$ cat src/rtl/ring_chaser_checker_sync_stable_filter.sv
// Synchroniser and stability filter for the asynchronous chaser pattern.
// Ports:
//   clk, reset  system clock and async active-high reset
//   pat_in      raw pattern (asynchronous to clk)
//   acc         accepted pattern; while accept is high it carries the value
//               being accepted on this edge
//   accept      one-cycle strobe, asserted on the edge where a new stable
//               value is taken
module sync_stable_filter #(
  parameter int WIDTH         = 6,
  parameter int SYNC_STAGES   = 2,
  parameter int STABLE_CYCLES = 2
) (
  input  logic             clk,
  input  logic             reset,
  input  logic [WIDTH-1:0] pat_in,
  output logic [WIDTH-1:0] acc,
  output logic             accept
);
  localparam int               CNT_W    = $clog2(STABLE_CYCLES + 1);
  localparam logic [CNT_W-1:0] STABLE_V = CNT_W'(STABLE_CYCLES);

  logic [WIDTH-1:0] sync_q [SYNC_STAGES];
  logic [WIDTH-1:0] sync_d [SYNC_STAGES];
  logic [WIDTH-1:0] syn;
  logic [WIDTH-1:0] cand_q, cand_d;
  logic [CNT_W-1:0] cnt_q, cnt_d;
  logic [WIDTH-1:0] acc_q, acc_d;

  always_comb begin
    sync_d[0] = pat_in;
    for (int i = 1; i < SYNC_STAGES; i++) sync_d[i] = sync_q[i-1];
    syn = sync_q[SYNC_STAGES-1];

    if (syn != cand_q) begin
      cand_d = syn;
      cnt_d  = CNT_W'(1);
    end else begin
      cand_d = cand_q;
      cnt_d  = (cnt_q == STABLE_V) ? cnt_q : cnt_q + CNT_W'(1);
    end

    // Acceptance is decided from the next-state values so that the top level
    // can register its outputs on the same edge. With STABLE_CYCLES=1 this
    // also covers acceptance on the very edge where the candidate changes.
    accept = (cnt_d == STABLE_V) && (cand_d != acc_q);
    acc_d  = accept ? cand_d : acc_q;
  end

  assign acc = acc_d;

  always_ff @(posedge clk or posedge reset) begin
    if (reset) begin
      for (int i = 0; i < SYNC_STAGES; i++) sync_q[i] <= '0;
      cand_q <= '0;
      cnt_q  <= '0;
      acc_q  <= '0;
    end else begin
      for (int i = 0; i < SYNC_STAGES; i++) sync_q[i] <= sync_d[i];
      cand_q <= cand_d;
      cnt_q  <= cnt_d;
      acc_q  <= acc_d;
    end
  end

endmodule

$ cat config.mk
export PLATFORM = sky130hd
export DESIGN_NAME = sync_stable_filter
export DESIGN_NICKNAME = d
export VERILOG_FILES = /design/src/rtl/ring_chaser_checker_sync_stable_filter.sv
export SDC_FILE = /design/constraint.sdc
export NUM_CORES = 1
export LEC_CHECK = 0
export BUFFER_PORTS_ARGS = -buffer_cell sky130_fd_sc_hd__buf_2
export CORE_MARGIN = 3
export CORE_UTILIZATION = 57
export DETAILED_ROUTE_END_ITERATION = 8
export PLACE_DENSITY = 0.88
export SLEW_MARGIN = 10
export SYNTH_ARGS = -nofsm -noshare
export SYNTH_HDL_FRONTEND = slang
export SYNTH_SLANG_ARGS = --single-unit
$ cat constraint.sdc
create_clock -name clk -period 4.27 [get_ports clk]
set_clock_uncertainty 0.2 [all_clocks]
set_input_delay 0.427 -clock clk [delete_from_list [all_inputs] [get_ports clk]]
set_output_delay 0.427 -clock clk [all_outputs]
set_load 0.005 [all_outputs]
==> run metrics, run 1 <==
First-pass DRT Iterations 3; Core ar. ~1500 µm²; area delta synth->final 16.80%; CP arrival roughly 2300 ps; Comb pwr share 0.174; highest-count cells in the layout ignoring fill and taps 26 x dfrtp_1, 14 x buf_2; fin area roughly 1100 µm²; minimum clock period after layout about 2900 ps; type of the tightest min-delay check primary input to async pin; R2R depth 4; H-tree depth 1; I/O Pins 15; Post-Syn Instances 63; die area about 2200 µm²; Worst Setup EP acc[3]; number of cells on the critical path 5; DRT antenna net count 0; max-slew violations 0; first-pass GRT wire length 2.118 mm; RR Startpoint syn[1]; part of the power in the clock network 0.292; Chip Height 47.06 µm; vias per cell roughly 5.2; Net Count, Synth just over 70; initial core utilization 0.6234; reg2reg end acc_q[3]; hold buffer count at CTS 6; HPWL after DPL ~840 µm; max_cap viols 0; status complete, no violations; RSZ-0062 raised after global routing no; CP peak stage delay around 700 ps; crit path launch type flop; maximum number of pins on one net before global-route repair 27; Avg Inst Size Synth ~15 µm²; clock root buffer clkbuf_4; chip width 47.06 µm; Crit Path Category flop to output pin; Worst Path Buf+Inv 1; VDD IR max 0.0003106 V; Seq/Total Area, Yosys 0.6771; Finished Layout Cells between 90 and 100; Synth Cell Area a little under 1000 µm²; Tcrit/Tclk final 0.6805; Sum Neg Setup Slack 0 ps; fmax 344.1 MHz; placed inst area ~1000 µm²; Clock Path Buffers 2; synth warn 0; Hold Vio Cnt, Final 0; PortBufs 14; synthesis-stage register bit count 26; GRT Residual Overflow 0; switching share of total power 0.2249; clk_lat worst skew between 300 and 400 ps; Post-CTS Repair Setup Buffers 0; PwrDens 494.9 nW/µm²; Critical Path RT 3640 ps; TritonCTS buffer count 3; commonest non-fill, non-tap cell in the layout dfrtp_1; diode count 0; GP Congestion 0.7645; CTS tree built; CTS sink count 26; Internal Power roughly 430 µW; slew at the pin closest to its max-slew limit 894.7 ps; Flop pwr share 0.534; endpoints failing setup 0; # nets final 90; initial antenna violation count 0; Lkg Pwr between 0.5 and 0.6 nW; # DRC 0; worst path cell trace xnor2_1 -> nand4_1 -> or4_1 -> mux2_4 -> buf_2; share of layout cells above drive strength 1 0.3000; crit-path leading delay family simple AND/OR/NAND/NOR gates; Initial DRC Count 7; CP Launch Point syn[1]; Routed WL about 1.3 mm; CP max stage cell or4_1; Sw Pwr 124.9 µW; Total GRT Usage 0.1488; row cnt 14; Setup crit end kind output pin; Post-Place Cells 86; WL/cell about 13 µm; Max FO, Critical Path 7; post-cts resize count 0; r2r setup slk around 2100 ps; clk slew on worst S/H paths between 100 and 150 ps; Max-slew headroom 0.4029; number of global-route vias before repair 502; Netlist cell types 17; Vias 501
cell families after synthesis:
group / count (synthesis) / share of synthesized area
AO/OA/AOI/OAI: 1 / 0.006515
XOR/XNOR: 12 / 0.1094
adder cells (fa/ha/maj): 1 / 0.01302
buffers and inverters: 10 / 0.05468
flip-flops: 26 / 0.6771
multiplexers: 6 / 0.09375
AND/OR/NAND/NOR: 7 / 0.04558
synth_stat cells:
cell type	instances	area [µm²]
buf_2	1	5.000
inv_1	3	11.26
nand4_1	1	6.260
xor2_1	6	52.55
xnor2_1	6	52.55
dfrtp_1	26	650.6
nand2b_1	2	12.51
clkbuf_1	4	15.01
nor3_1	1	5.000
or4_1	1	7.510
a31oi_1	1	6.260
nor4_1	1	6.260
ha_1	1	12.51
and2_1	1	6.260
mux2_4	6	90.09
dlygate4sd3_1	1	10.01
buf_6	1	11.26
final cells by class:
cell class	count	area (µm²)
clock buffers	3	22.52
flip-flops and latches	26	650.6
clock inverters	1	30.03
fillers	101	419.2
multi-input cells	27	257.7
repair buffers	20	130.1
well taps	16	20.02
inverters	3	11.26
worst min path at each step:
stage                   start         to  slack, ps
global placement    sync_d[1]     syn[1]        130
global route            reset  sync_d[3]        130
CTS                     reset  sync_d[3]        100
detailed placement  sync_d[3]     syn[3]        130
floorplan           sync_d[0]     syn[0]        130
finish                  reset  sync_d[2]         80
layer usage:
metal  up-vias  track usage  routed length, µm
li1        233            -                  -
met1       244       0.1729                524
met2        18       0.2249                630
met3         6      0.08046                 81
met4         0      0.07182                 37
met5         -            0                  0
worst reg2reg max path, delay by kind of cell, from the launching register on:
family	cells	cell delay, ps
simple gates	2	820
mux	1	380
flops	1	450
xor+xnor	1	190
per-stage QoR:
step | total power [mW] | hold WS, ps | setup slack, ps | utilization
final | 0.5554 | 79.60 | 1364 | 0.7281
after global placement | 0.3910 | 131.5 | 1739 | 0.6550
after detailed placement | 0.3941 | 134.7 | 1703 | 0.6550
after global routing | 0.5876 | 130.0 | 1198 | 0.7281
after CTS | 0.5664 | 102.2 | 1311 | 0.7281
after floorplan | 0.3620 | 131.2 | 2049 | -
registers in the layout, summed over array words and instances (netlist names):
signal,count
sync_d,6
cnt_q,2
cand_q,6
syn,6
acc_q,6
power groups by stage:
stage	logic (mW)	clock network, mW	registers [mW]
CTS	0.0989	0.170	0.297
global route	0.108	0.179	0.301
finish	0.0968	0.162	0.296
global placement	0.0915	0	0.299
detailed placement	0.0935	0	0.301
floorplan	0.0661	0	0.296
Note: power is estimated with default switching activity, not from simulation.
==> inputs of run 2 (changes only) <==
--- a/config.mk
+++ b/config.mk
@@ -6,10 +6,11 @@
 export NUM_CORES = 1
 export LEC_CHECK = 0
 export BUFFER_PORTS_ARGS = -buffer_cell sky130_fd_sc_hd__buf_2
+export CORE_ASPECT_RATIO = 1.5
 export CORE_MARGIN = 3
-export CORE_UTILIZATION = 57
+export CORE_UTILIZATION = 48
 export DETAILED_ROUTE_END_ITERATION = 8
-export PLACE_DENSITY = 0.88
+export PLACE_DENSITY = 0.8
 export SLEW_MARGIN = 10
 export SYNTH_ARGS = -nofsm -noshare
 export SYNTH_HDL_FRONTEND = slang
==> constraint.sdc (replaced) <==
create_clock -name clk -period 2.6 [get_ports clk]
set_clock_uncertainty 0.2 [all_clocks]
set_input_delay 0.26 -clock clk [delete_from_list [all_inputs] [get_ports clk]]
set_output_delay 0.26 -clock clk [all_outputs]
set_load 0.005 [all_outputs]
==> run metrics, run 2 (synthesis gave the netlist of run 1 again) <==
Total GRT Usage 0.1103 (-0.03846); clock root buffer clkbuf_4; # nets final 97 (+7.8%); diode count 0 (unchanged); Lkg Pwr 0.6009 nW (+7.5%); die area 2586 µm² (+17%); area delta synth->final 26.56%; maximum number of pins on one net before global-route repair 27 (unchanged); initial core utilization 0.5182 (-0.1052); CP peak stage delay 590 ps (-110 ps); highest-count cells in the layout ignoring fill and taps 26 x dfrtp_1, 8 x buf_2, 7 x dlygate4sd3_1; Initial DRC Count 4 (-3); # DRC 0 (unchanged); commonest non-fill, non-tap cell in the layout dfrtp_1; VDD IR max 0.0005899 V (+90%); clk slew on worst S/H paths 120 ps (about the same); switching share of total power 0.2368 (+0.01183); CP arrival 2100 ps (-180 ps); crit path launch type flop; PwrDens 741.0 nW/µm² (+50%); CTS tree built; part of the power in the clock network 0.211 (-0.081); GP Congestion 0.6635 (-13%); crit-path leading delay family simple AND/OR/NAND/NOR gates; Hold Vio Cnt, Final 0 (unchanged); Core ar. 1854 µm² (+20%); share of layout cells above drive strength 1 0.3678 (+0.06782); TritonCTS buffer count 3 (unchanged); number of global-route vias before repair 494 (-1.6%); PortBufs 14 (unchanged); clk_lat worst skew 310 ps (about the same); Flop pwr share 0.538 (+0.004); chip width 42.53 µm (-9.6%); max_cap viols 0 (unchanged); status complete, no violations; fmax roughly 390 MHz; Comb pwr share 0.251 (+0.077); WL/cell 12.80 µm (-3.6%); Vias 521 (+4.0%); vias per cell 4.824 (-7.6%); DRT antenna net count 0 (unchanged); final core occ 0.6559 (-0.07221); Internal Power 687.8 µW (+60%); H-tree depth 1 (unchanged); Sw Pwr 213.4 µW (+71%); CP max stage cell or4_4; CTS sink count 26 (unchanged); minimum clock period after layout ~2600 ps; type of the tightest min-delay check flop to flop; Routed WL 1.382 mm (+8.5%); row cnt 19 (+5); slew at the pin closest to its max-slew limit 916.9 ps (+22.24 ps); Clock Path Buffers 2 (unchanged); Chip Height 60.80 µm (+29%); first-pass GRT wire length 2.090 mm (-1.3%); Max FO, Critical Path 7 (unchanged); Sum Neg Setup Slack 0 ps (unchanged); worst path cell trace xnor2_1 -> nand4_1 -> or4_4 -> mux2_4 -> buf_6; First-pass DRT Iterations 2 (-1); HPWL after DPL 921.4 µm (+9.1%); I/O Pins 15 (unchanged); Max-slew headroom 0.3880 (-0.01485); initial antenna violation count 0 (unchanged); GRT Residual Overflow 0 (unchanged); RSZ-0062 raised after global routing yes; Critical Path RT 2140 ps (-1500 ps); Tcrit/Tclk final 0.9837; Crit Path Category flop to output pin; endpoints failing setup 0 (unchanged); max-slew violations 0 (unchanged); Worst Path Buf+Inv 1 (unchanged); Setup crit end kind output pin
## run 2: changes by cell type in the layout (fill, tap and decap cells not counted), sizes merged
cell / previous run / this run
buf: 14 / 20
bufinv: 1 / 0
clkbuf: 3 / 4
dlygate4sd3: 6 / 7
## run 2: worst register-to-register path, stage by stage, from the launching register on
cell	delay, ps
dfrtp_1	420
xnor2_1	180
nand4_1	140
or4_4	590
mux2_4	340
buf_4	130
## run 2: path summary, 6_finish.rpt
kind / from / endpoint / slack, ps / cells after the start
worst max register to register: syn[1] / acc_q[2] / 510 / 5
max in group asynchronous: reset / cand_q[1] / 1160 / 3
worst min-delay path: sync_d[1] / syn[1] / 160 / 0
worst max-delay path: syn[1] / acc[0] / 40 / 5
min in group asynchronous: reset / sync_d[3] / 490 / 3
worst min register to register: sync_d[1] / syn[1] / 160 / 0
## run 2: layout make-up
type                            count  area, µm²
Clock buffer                        4      36.28
Fill cell                         147      638.1
Inverter                            3      11.26
Multi-Input combinational cell     27      269.0
Sequential cell                    26      650.6
Tap cell                           21      26.28
Timing Repair Buffer               27      222.7
## run 2: per-layer routing
layer | part of all wire | up-vias | global-route usage
li1 | - | 243 | -
met1 | 0.40 | 263 | 0.1301
met2 | 0.54 | 13 | 0.1852
met3 | 0.046 | 2 | 0.03264
met4 | 0.015 | 0 | 0.05333
met5 | 0 | - | 0
## run 2: through the flow
step	instances	total power, mW	worst slack (ps)	area, µm²	hold slack, ps
after global placement	91	0.6427	218.1	1016	131.4
after global routing	108	0.9565	-28.84	1216	171.1
after CTS	102	0.8494	24.61	1126	165.6
after floorplan	63	0.5945	545.6	960.9	91.43
final	108	0.9012	42.28	1216	162.7
after detailed placement	91	0.6489	188.0	1016	136.4
## run 2: power by group through the flow
stage	logic, mW	registers, mW	clock network, mW
2_1_floorplan	0.109	0.486	0
3_3_place_gp	0.152	0.491	0
3_5_place_dp	0.154	0.494	0
4_1_cts	0.165	0.486	0.198
5_1_grt	0.247	0.490	0.219
6_report	0.226	0.484	0.191
## run 2: repair_timing
item / CTS / global route
pin swaps: 1 / 4
resized for setup: 1 / 7
setup endpoints to repair: 7 / 6
buffers inserted: 0 / 6
hold buffers: 7 / 0
endpoints found under the hold margin: 32 / 0
